File: config.mk
export PLATFORM = sky130hd
export DESIGN_NAME = ext_bus_ctrl
export DESIGN_NICKNAME = d
export VERILOG_FILES = /design/src/rtl/ext_bus_pkg.sv /design/src/rtl/ext_bus_ctrl_phase_timer.sv /design/src/rtl/ext_bus_ctrl.sv
export SDC_FILE = /design/constraint.sdc
export NUM_CORES = 1
export LEC_CHECK = 0
export ABC_AREA = 1
export CORE_MARGIN = 2
export CORE_UTILIZATION = 35
export CTS_CLUSTER_SIZE = 30
export DETAILED_ROUTE_END_ITERATION = 8
export PLACE_DENSITY = 0.72
export SYNTH_ARGS = -nofsm -noshare
export SYNTH_HDL_FRONTEND = slang
export SYNTH_SLANG_ARGS = --single-unit
export TNS_END_PERCENT = 10
File: constraint.sdc
create_clock -name clk -period 2 [get_ports clk]
set_clock_uncertainty 0.2 [all_clocks]
set_input_delay 0.6 -clock clk [delete_from_list [all_inputs] [get_ports clk]]
set_output_delay 0.6 -clock clk [all_outputs]
set_load 0.01 [all_outputs]
File: src/rtl/ext_bus_pkg.sv
// Shared types and constants for the multiplexed external-bus controller.
package ext_bus_pkg;

    typedef enum logic [2:0] {IDLE, ADDR, LATCH, STROBE, RECOVER} state_e;
    typedef enum logic [1:0] {READ, WRITE, CODE} xfer_e;

    localparam int STROBE_PHASES = 2;
    // Wide enough for STROBE_PHASES plus the saturating wait-extension count.
    localparam int PH_W = 2;

endpackage

File: src/rtl/ext_bus_ctrl_phase_timer.sv
// Phase timer: counts PHASE_CLKS clocks per phase and flags the end of the
// last requested phase; clr restarts both counters at a state change.
module phase_timer
    import ext_bus_pkg::*;
#(
    parameter int PHASE_CLKS = 2
) (
    input  logic            clk,
    input  logic            rst_n,
    input  logic            clr,
    input  logic [PH_W-1:0] phases,
    output logic            phase_end
);

    localparam int CW = (PHASE_CLKS > 1) ? $clog2(PHASE_CLKS) : 1;
    localparam logic [CW-1:0] CNT_LAST = CW'(PHASE_CLKS - 1);

    logic [CW-1:0]   cnt;
    logic [PH_W-1:0] ph;
    logic            last;

    assign last = (cnt == CNT_LAST);
    // ">=" lets an extended STROBE end again at every further phase boundary.
    assign phase_end = last && (ph >= phases - PH_W'(1));

    always_ff @(posedge clk or negedge rst_n) begin
        if (!rst_n) begin
            cnt <= '0;
            ph  <= '0;
        end else if (clr) begin
            cnt <= '0;
            ph  <= '0;
        end else if (last) begin
            cnt <= '0;
            if (ph != '1)
                ph <= ph + PH_W'(1);
        end else begin
            cnt <= cnt + CW'(1);
        end
    end

endmodule

File: src/rtl/ext_bus_ctrl.sv
// Multiplexed external-memory bus controller (ALE / PSEN_n / RD_n / WR_n).
// Optional EXT_BUS_WAIT_EN adds a wait_n input that stretches STROBE by phases.
module ext_bus_ctrl
    import ext_bus_pkg::*;
#(
    parameter int ADDR_W     = 16,
    parameter int DATA_W     = 8,
    parameter int PHASE_CLKS = 2
) (
    input  logic                     clk,
    input  logic                     rst_n,
`ifdef EXT_BUS_WAIT_EN
    input  logic                     wait_n,
`endif
    input  logic                     req,
    input  logic                     req_we,
    input  logic                     req_code,
    input  logic [ADDR_W-1:0]        req_addr,
    input  logic [DATA_W-1:0]        req_wdata,
    output logic                     req_ack,
    output logic                     busy,
    output logic [DATA_W-1:0]        rdata,
    output logic                     rdata_vld,
    output logic [DATA_W-1:0]        ad_out,
    output logic                     ad_oe,
    input  logic [DATA_W-1:0]        ad_in,
    output logic [ADDR_W-DATA_W-1:0] a_hi,
    output logic                     ale,
    output logic                     psen_n,
    output logic                     rd_n,
    output logic                     wr_n
);

    state_e            state;
    xfer_e             xtype;
    logic [ADDR_W-1:0] addr_q;
    logic [DATA_W-1:0] wdata_q;
    logic [PH_W-1:0]   phases;
    logic              phase_end, stall, advance, clr, accept;

`ifdef EXT_BUS_WAIT_EN
    assign stall = (state == STROBE) && !wait_n;
`else
    assign stall = 1'b0;
`endif
    assign advance = phase_end && !stall;
    assign clr     = (state == IDLE) || advance;
    assign phases  = (state == STROBE) ? PH_W'(STROBE_PHASES) : PH_W'(1);

    // A request is taken on any edge that lands the FSM in IDLE, so a held
    // req gives back-to-back transfers at the minimum 5*P+1 spacing.
    assign accept = req && (((state == IDLE) && !req_ack) ||
                            ((state == RECOVER) && advance));

    phase_timer #(.PHASE_CLKS(PHASE_CLKS)) u_timer (
        .clk       (clk),
        .rst_n     (rst_n),
        .clr       (clr),
        .phases    (phases),
        .phase_end (phase_end)
    );

    always_ff @(posedge clk or negedge rst_n) begin
        if (!rst_n) begin
            state     <= IDLE;
            xtype     <= READ;
            addr_q    <= '0;
            wdata_q   <= '0;
            req_ack   <= 1'b0;
            busy      <= 1'b0;
            rdata     <= '0;
            rdata_vld <= 1'b0;
            ad_out    <= '0;
            ad_oe     <= 1'b0;
            a_hi      <= '0;
            ale       <= 1'b0;
            psen_n    <= 1'b1;
            rd_n      <= 1'b1;
            wr_n      <= 1'b1;
        end else begin
            req_ack   <= 1'b0;
            rdata_vld <= 1'b0;
            if (accept) begin
                req_ack <= 1'b1;
                addr_q  <= req_addr;
                wdata_q <= req_wdata;
                xtype   <= req_code ? CODE : (req_we ? WRITE : READ);
            end
            unique case (state)
                IDLE: if (req_ack) begin
                    state  <= ADDR;
                    busy   <= 1'b1;
                    ale    <= 1'b1;
                    ad_out <= addr_q[DATA_W-1:0];
                    ad_oe  <= 1'b1;
                    a_hi   <= addr_q[ADDR_W-1:DATA_W];
                end
                ADDR: if (advance) begin
                    state <= LATCH;
                    ale   <= 1'b0;
                end
                LATCH: if (advance) begin
                    state <= STROBE;
                    unique case (xtype)
                        CODE:  begin psen_n <= 1'b0; ad_oe <= 1'b0; end
                        WRITE: begin wr_n <= 1'b0; ad_out <= wdata_q; ad_oe <= 1'b1; end
                        default: begin rd_n <= 1'b0; ad_oe <= 1'b0; end
                    endcase
                end
                STROBE: if (advance) begin
                    state  <= RECOVER;
                    psen_n <= 1'b1;
                    rd_n   <= 1'b1;
                    wr_n   <= 1'b1;
                    if (xtype != WRITE) begin
                        rdata     <= ad_in;
                        rdata_vld <= 1'b1;
                    end
                end
                RECOVER: if (advance) begin
                    state <= IDLE;
                    busy  <= 1'b0;
                    ad_oe <= 1'b0;
                end
                default: state <= IDLE;
            endcase
        end
    end

endmodule
==> results_dict.tcl <==
set metrics [dict create \
    layout-drive-gt1-share_pct 17.03 \
    design_area_sq_mm 0.003960 \
    core_sq_mm 0.007807 \
    status "completed" \
    slew_viol_final 0 \
    hold_ws_ns 0.06315 \
    die_area_sq_mm 0.008837 \
    cts_tree "done" \
    worst_setup_path_start_kind "register" \
    multiInputGateArea_sq_mm 0.001132 \
    max_freq_ghz 0.5179 \
    ys_seq_elements 64 \
    pwr-share-seq_pct 36.3 \
    end_kind "primary output" \
    drc 0 \
    num-nets-final 447 \
    grt_pass1_wl_um 10690 \
    grt_max_degree 65 \
    die_y_um 94.01 \
    hold_violations 0 \
    fin_ws_ns 0.06898 \
    yosys_warnings 0 \
    required_ns 1.20 \
    swShare_pct 39.68 \
    synthTopCellsByArea "dfrtp_1 (54%), nand2_1 (18%), nand3_1 (6.2%)" \
    insertion_delay_ns 0.33 \
    initial_core_util_pct 36.31 \
    path_clk_slew_ns 0.07 \
    critical_path.max_fanout 2 \
    ff_latch_area_sq_mm 0.001605 \
    cts_sinks 64 \
    hold_class "in -> async" \
    postSynthCellCount 319 \
    final_util_pct 50.72 \
    syn-cell-area_sq_mm 0.002835 \
    wire_per_inst_um 12.67 \
    avgSynthCellArea_sq_um 8.888 \
    setup_viol 0 \
    place_hpwl_um 4542 \
    areaGrowthSynthToFinish_pct 39.67 \
    die_w_um 94.01 \
    p_int_mw 3.755 \
    synth_top_area_cell "dfrtp_1" \
    p_per_area_mw_per_mm2 1572 \
    firstDrtPassIters 4 \
    crit_path_cell_trace "dlygate4sd2_1" \
    max_stage_delay_ns 0.54 \
    crit_type "reg -> out" \
    ys_seq_area_share_pct 56.62 \
    setup_tns_ns 0 \
    grt_antenna_before_repair 0 \
    switchingPower_mw 2.470 \
    vias 2357 \
    critPathBufInv 1 \
    clkPwrFrac_pct 17.9 \
    antenna_left 0 \
    cts_made_buffers 9 \
    first_global_vias 2385 \
    syn-num-nets 360 \
    drt-initial-drc-count 110 \
    maxSlewHeadroom_pct 77.16 \
    place.gp.congestion 0.8429 \
    htree_levels 3 \
    synth_cell_types 26 \
    place_area_sq_mm 0.003702 \
    cp_top_family "flip-flops" \
    synth_top_area_share_pct 53.84 \
    rows 32 \
    drv_cap 0 \
    clock_path_buffers 2 \
    overflow 0 \
    worst_pin_slew_ns 0.3426 \
    comb_power_share_pct 45.8 \
    cpMaxStageDelayCell "dfstp_2" \
    period_share_pct 96.55 \
    io_buffers 68 \
    p_leak_nw 2.047 \
    irDropWorstVdd_mv 0.5287 \
    preCtsSetupSlack_ns -0.08479 \
    critPathArrivalTime_ns 1.13 \
    gr-usage-all-layers_pct 15.31 \
    io_pins 69 \
    n_antenna_cell 0 \
    drt-vias-per-instance 4.595 \
    min_period_ns 1.931 \
    clock-root-buffer "clkbuf_8" \
    layout.filler_cells 732 \
    routed_wl_um 6500 \
]
## routing by layer
| metal | routed length [um] | track usage [%] | vias up | part of all wire (%) |
|---|---|---|---|---|
| li1 | - | - | 1187 | - |
| met1 | 2899 | 20.33 | 1092 | 45 |
| met2 | 3163 | 24.76 | 72 | 49 |
| met3 | 386 | 4.093 | 6 | 5.9 |
| met4 | 50 | 4.227 | 0 | 0.77 |
| met5 | 0 | 0 | - | 0 |
## state kept, by name (all words and copies together) (netlist names), 2 cells and up
register / cells
addr_q: 16
a_hi: 8
ad_out: 8
rdata: 8
wdata_q: 8
state: 3
u_timer.ph: 2
xtype: 2
## logic make-up after synthesis
family	Yosys count	share of synthesized area (%)
compound gates	25	4.546
fa+ha+maj	4	1.765
buf+inv	35	6.178
flops	64	56.62
simple gates	191	30.89
## power groups by stage
stage,Combinational (mW),Sequential (mW),Clock (mW)
finish,2.85,2.26,1.11
global route,3.20,2.34,1.20
CTS,2.73,2.26,1.14
detailed placement,2.88,2.29,0
global placement,2.78,2.27,0
floorplan,1.60,2.37,0
## synthesized netlist by cell type, drive strengths merged
master,count
or2,8
ha,4
nand3,37
inv,25
buf,9
dfrtp,61
o211ai,1
o21ai,22
a21oi,1
dfstp,3
o22ai,1
clkbuf,1
nor2,7
nand2,139
## stage by stage
stage	std cells	total power, mW
after floorplan	319	3.968
after global placement	493	5.046
after detailed placement	493	5.174
after CTS	510	6.132
after global routing	513	6.737
final	513	6.225
## cells in the final DEF (no fill, tap or decap)
| cell type | Yosys | final |
|---|---|---|
| clkbuf_1 | 1 | 2 |
| clkbuf_8 | 0 | 11 |
| nor2_2 | 3 | 3 |
| o21ai_0 | 18 | 16 |
| nand3_4 | 1 | 4 |
| buf_2 | 3 | 1 |
| a21oi_1 | 1 | 1 |
| nand2_2 | 2 | 3 |
| bufinv_16 | 0 | 1 |
| o22ai_1 | 1 | 1 |
| dfrtp_1 | 61 | 61 |
| nand2_8 | 2 | 2 |
| o211ai_1 | 1 | 1 |
| nand3_2 | 1 | 2 |
| nand2_1 | 133 | 130 |
| dfstp_2 | 3 | 3 |
| nor2_4 | 2 | 3 |
| dlymetal6s2s_1 | 0 | 1 |
| or2_2 | 8 | 8 |
| dlygate4sd2_1 | 0 | 31 |
| inv_4 | 1 | 2 |
| buf_4 | 2 | 13 |
| clkdlybuf4s50_1 | 0 | 35 |
| nand2_4 | 2 | 4 |
| inv_1 | 20 | 18 |
| inv_2 | 4 | 5 |
| nor2_1 | 2 | 1 |
| clkinv_2 | 0 | 2 |
| nand3_1 | 35 | 33 |
| buf_12 | 0 | 3 |
| ha_1 | 4 | 4 |
| o21ai_1 | 4 | 6 |
## worst paths after layout
check / slack [ns] / depth (start not counted) / startpoint / end
setup reg to reg: 0.10 / 11 / state[2] / state[1]
max in group asynchronous: 1.23 / 2 / rst_n / rd_n
min in group clk: 0.26 / 2 / wdata_q[3] / wdata_q[3]
setup / recovery: 0.07 / 1 / psen_n / psen_n
hold / removal: 0.06 / 2 / rst_n / u_timer.ph[0]
hold reg to reg: 0.26 / 2 / wdata_q[3] / wdata_q[3]
## layout make-up
cell class,instances,share of cell area [%]
Sequential cell,64,40.54
Multi-Input combinational cell,222,28.59
Timing Repair Buffer,84,20.13
Clock buffer,13,4.013
Tap cell,102,3.223
Inverter,25,2.496
Clock inverter,3,1.011
## timing repair
| action | CTS | global route |
|---|---|---|
| cloned | 0 | 2 |
| endpoints found under the setup margin | 53 | 50 |
| gates resized for setup | 36 | 13 |
| hold buffers | 0 | 0 |
| setup buffers | 1 | 1 |
| pin swaps | 0 | 1 |
Power figures use the tool's default switching activity.
==> RTL change, RTL diff (config.mk and constraints unchanged) <==
The option `EXT_BUS_WAIT_EN` is turned on by a define.
--- a/src/rtl/ext_bus_ctrl.sv
+++ b/src/rtl/ext_bus_ctrl.sv
@@ -2,2 +2,4 @@
 // Optional EXT_BUS_WAIT_EN adds a wait_n input that stretches STROBE by phases.
+`define EXT_BUS_WAIT_EN
+
 module ext_bus_ctrl
Interface: changed (added wait_n); port bits go from 69 to 70. The function was not compared with the original's and may differ.
==> RTL change against the original RTL <==
  * Cell area is 1.6% higher
  * Area after synthesis is 1.8% higher
  * Worst hold slack worse by 0.00078 ns
  * Power is 0.60% lower
  * Global-route usage is 0.27 points lower
  * Sequential cell count stayed put
  * Clock power is 8% lower
  * Largest cell class unchanged
  * Setup slack worse by 0.014 ns
  * Critical endpoint is now wdata_q[2]$_DFFE_PN0P_
  * Wire length is 3.8% lower
  * Synthesized cell count is 3.8% lower
  * Via count is 3.0% lower
==> RTL change: results (changes against the original RTL) <==
.. list-table::
   :header-rows: 1

   * - Metric
     - Value
   * - Maximum vdd drop
     - 0.575 mV (+8.7%)
   * - Most frequent cells after synthesis
     - nand2_1 (126), dfrtp_1 (61), nand2_2 (23), inv_1 (14), o21ai_1 (14)
   * - Synth cell types
     - 27 (+3.8%)
   * - GR Util All Layers
     - 15.0% (-0.27 points)
   * - Fraction of met3 tracks used by global routing
     - 5.35% (+1.3 points)
   * - Routability cong.
     - 0.794 (-5.8%)
   * - Violation count after the first detailed-routing iteration
     - 87 (-21%)
   * - Share of post-route cells with drive strength above 1
     - 23.0% (+5.9 points)
   * - Met3 wire length
     - 272 um (-30%)
   * - HPWL reported at the end of detailed placement
     - 4420 um (-2.7%)
   * - Crit Path Max Fanout
     - 7 (+5)
   * - Met2 WL post-DR
     - 3240 um (+2.4%)
   * - Pre-CTS setup slack
     - -0.210 ns (-0.125 ns)
   * - Crit Path Category
     - register to register
   * - Count of filler cells inserted in the layout
     - 823 (+12%)
   * - Synthesized net count
     - 349 (-3.1%)
   * - Startpoint of the worst-slack reg-to-reg timing path
     - state[1]$_DFFE_PN0P_
   * - Capturing point of the worst reg2reg path
     - wdata_q[2]$_DFFE_PN0P_
   * - Maximum single-stage delay on the critical path
     - 0.39 ns (-0.15 ns)
   * - Net total in the final layout
     - 442 (-1.1%)
   * - Run status
     - finished clean
   * - Worst slew pin tran
     - 0.341 ns (-0.00194 ns)
   * - GRT met2 Usage
     - 26.4% (+1.7 points)
   * - Register-to-register path setup slack
     - 0.05 ns (-0.05 ns)
   * - Buffers added on ports
     - 69 (+1.5%)
   * - Routed wirelength normalized by instance count
     - 12.3 um (-3.2%)
   * - First-pass GRT wire length
     - 10300 um (-3.5%)
   * - Average via count per standard cell
     - 4.48 (-2.4%)
   * - Area contributors post-synth
     - dfrtp_1 (53%), nand2_1 (16%), nand2_2 (5.0%)
   * - Buffer count from post-CTS setup fixing
     - 0 (-1)
   * - Proportion of synthesized chip area in sequential cells
     - 55.6% (-0.98 points)
   * - Met1 Use GR
     - 17.4% (-3.0 points)
   * - Shortest period the worst path allows
     - 1.95 ns (+0.0140 ns)
   * - Worst-path cell with the longest stage delay
     - dfrtp_1
   * - Met1 layer wirelength in the final routing
     - 2680 um (-7.5%)
   * - Arrival time worst endpoint
     - 1.97 ns (+0.84 ns)
   * - P_leak
     - 0.00210 uW (+2.4%)
   * - Worst setup path startpoint
     - state[1]$_DFFE_PN0P_
[RTL change: cell count changes after synthesis, sizes merged, moves of 4 or more]
cell,change
mux2i,+8
o21ai,+4
or2,-7
nand2,+15
nand3,-31
[RTL change: metrics by stage]
step	util (%)	power [uW]	instances	area [um^2]	TNS, ns
2_1_floorplan	-	4090	307	2890	0
3_3_place_gp	46.6	5140	488	3770	-4.22
3_5_place_dp	46.6	5240	488	3770	-6.55
4_1_cts	48.5	6100	504	3930	-0.00335
5_1_grt	49.7	6720	510	4030	-0.493
6_report	49.7	6190	510	4030	0
[RTL change: kinds of logic (layout without fill, tap and decap cells)]
logic type               after synthesis  after routing  synth area share [%]
AND/OR/NAND/NOR                      172            173                  28.7
flip-flops                            64             64                  55.6
buffers and inverters                 31            128                  6.24
adder cells (fa/ha/maj)                4              4                  1.73
multiplexers                           8              8                  2.78
AO/OA/AOI/OAI                         28             28                  4.90
[RTL change: how the worst min path moves through the flow]
stage,from,depth (start not counted),endpoint,slack [ns]
after floorplan,rst_n,0,a_hi[0]$_DFFE_PN0P_,0.10
after global placement,busy$_DFFE_PN0P_,2,busy$_DFFE_PN0P_,0.26
after detailed placement,busy$_DFFE_PN0P_,2,busy$_DFFE_PN0P_,0.26
after CTS,rst_n,2,rdata[7]$_DFFE_PN0P_,0.07
after global routing,rst_n,2,rdata[0]$_DFFE_PN0P_,0.06
final,rst_n,2,rdata[7]$_DFFE_PN0P_,0.06
[RTL change: report_power, final]
| part | internal, uW | switching (uW) |
|---|---|---|
| Sequential | 1920 | 359 |
| Clock | 518 | 500 |
| Combinational | 1280 | 1610 |
[RTL change: area by class of cell]
type,count,area share [%]
clock buffers,12,3.85
well taps,105,3.26
repair buffers,89,21.2
multi-input cells,213,28.5
inverters,23,2.52
flip-flops and latches,64,39.9
clock inverters,4,0.715
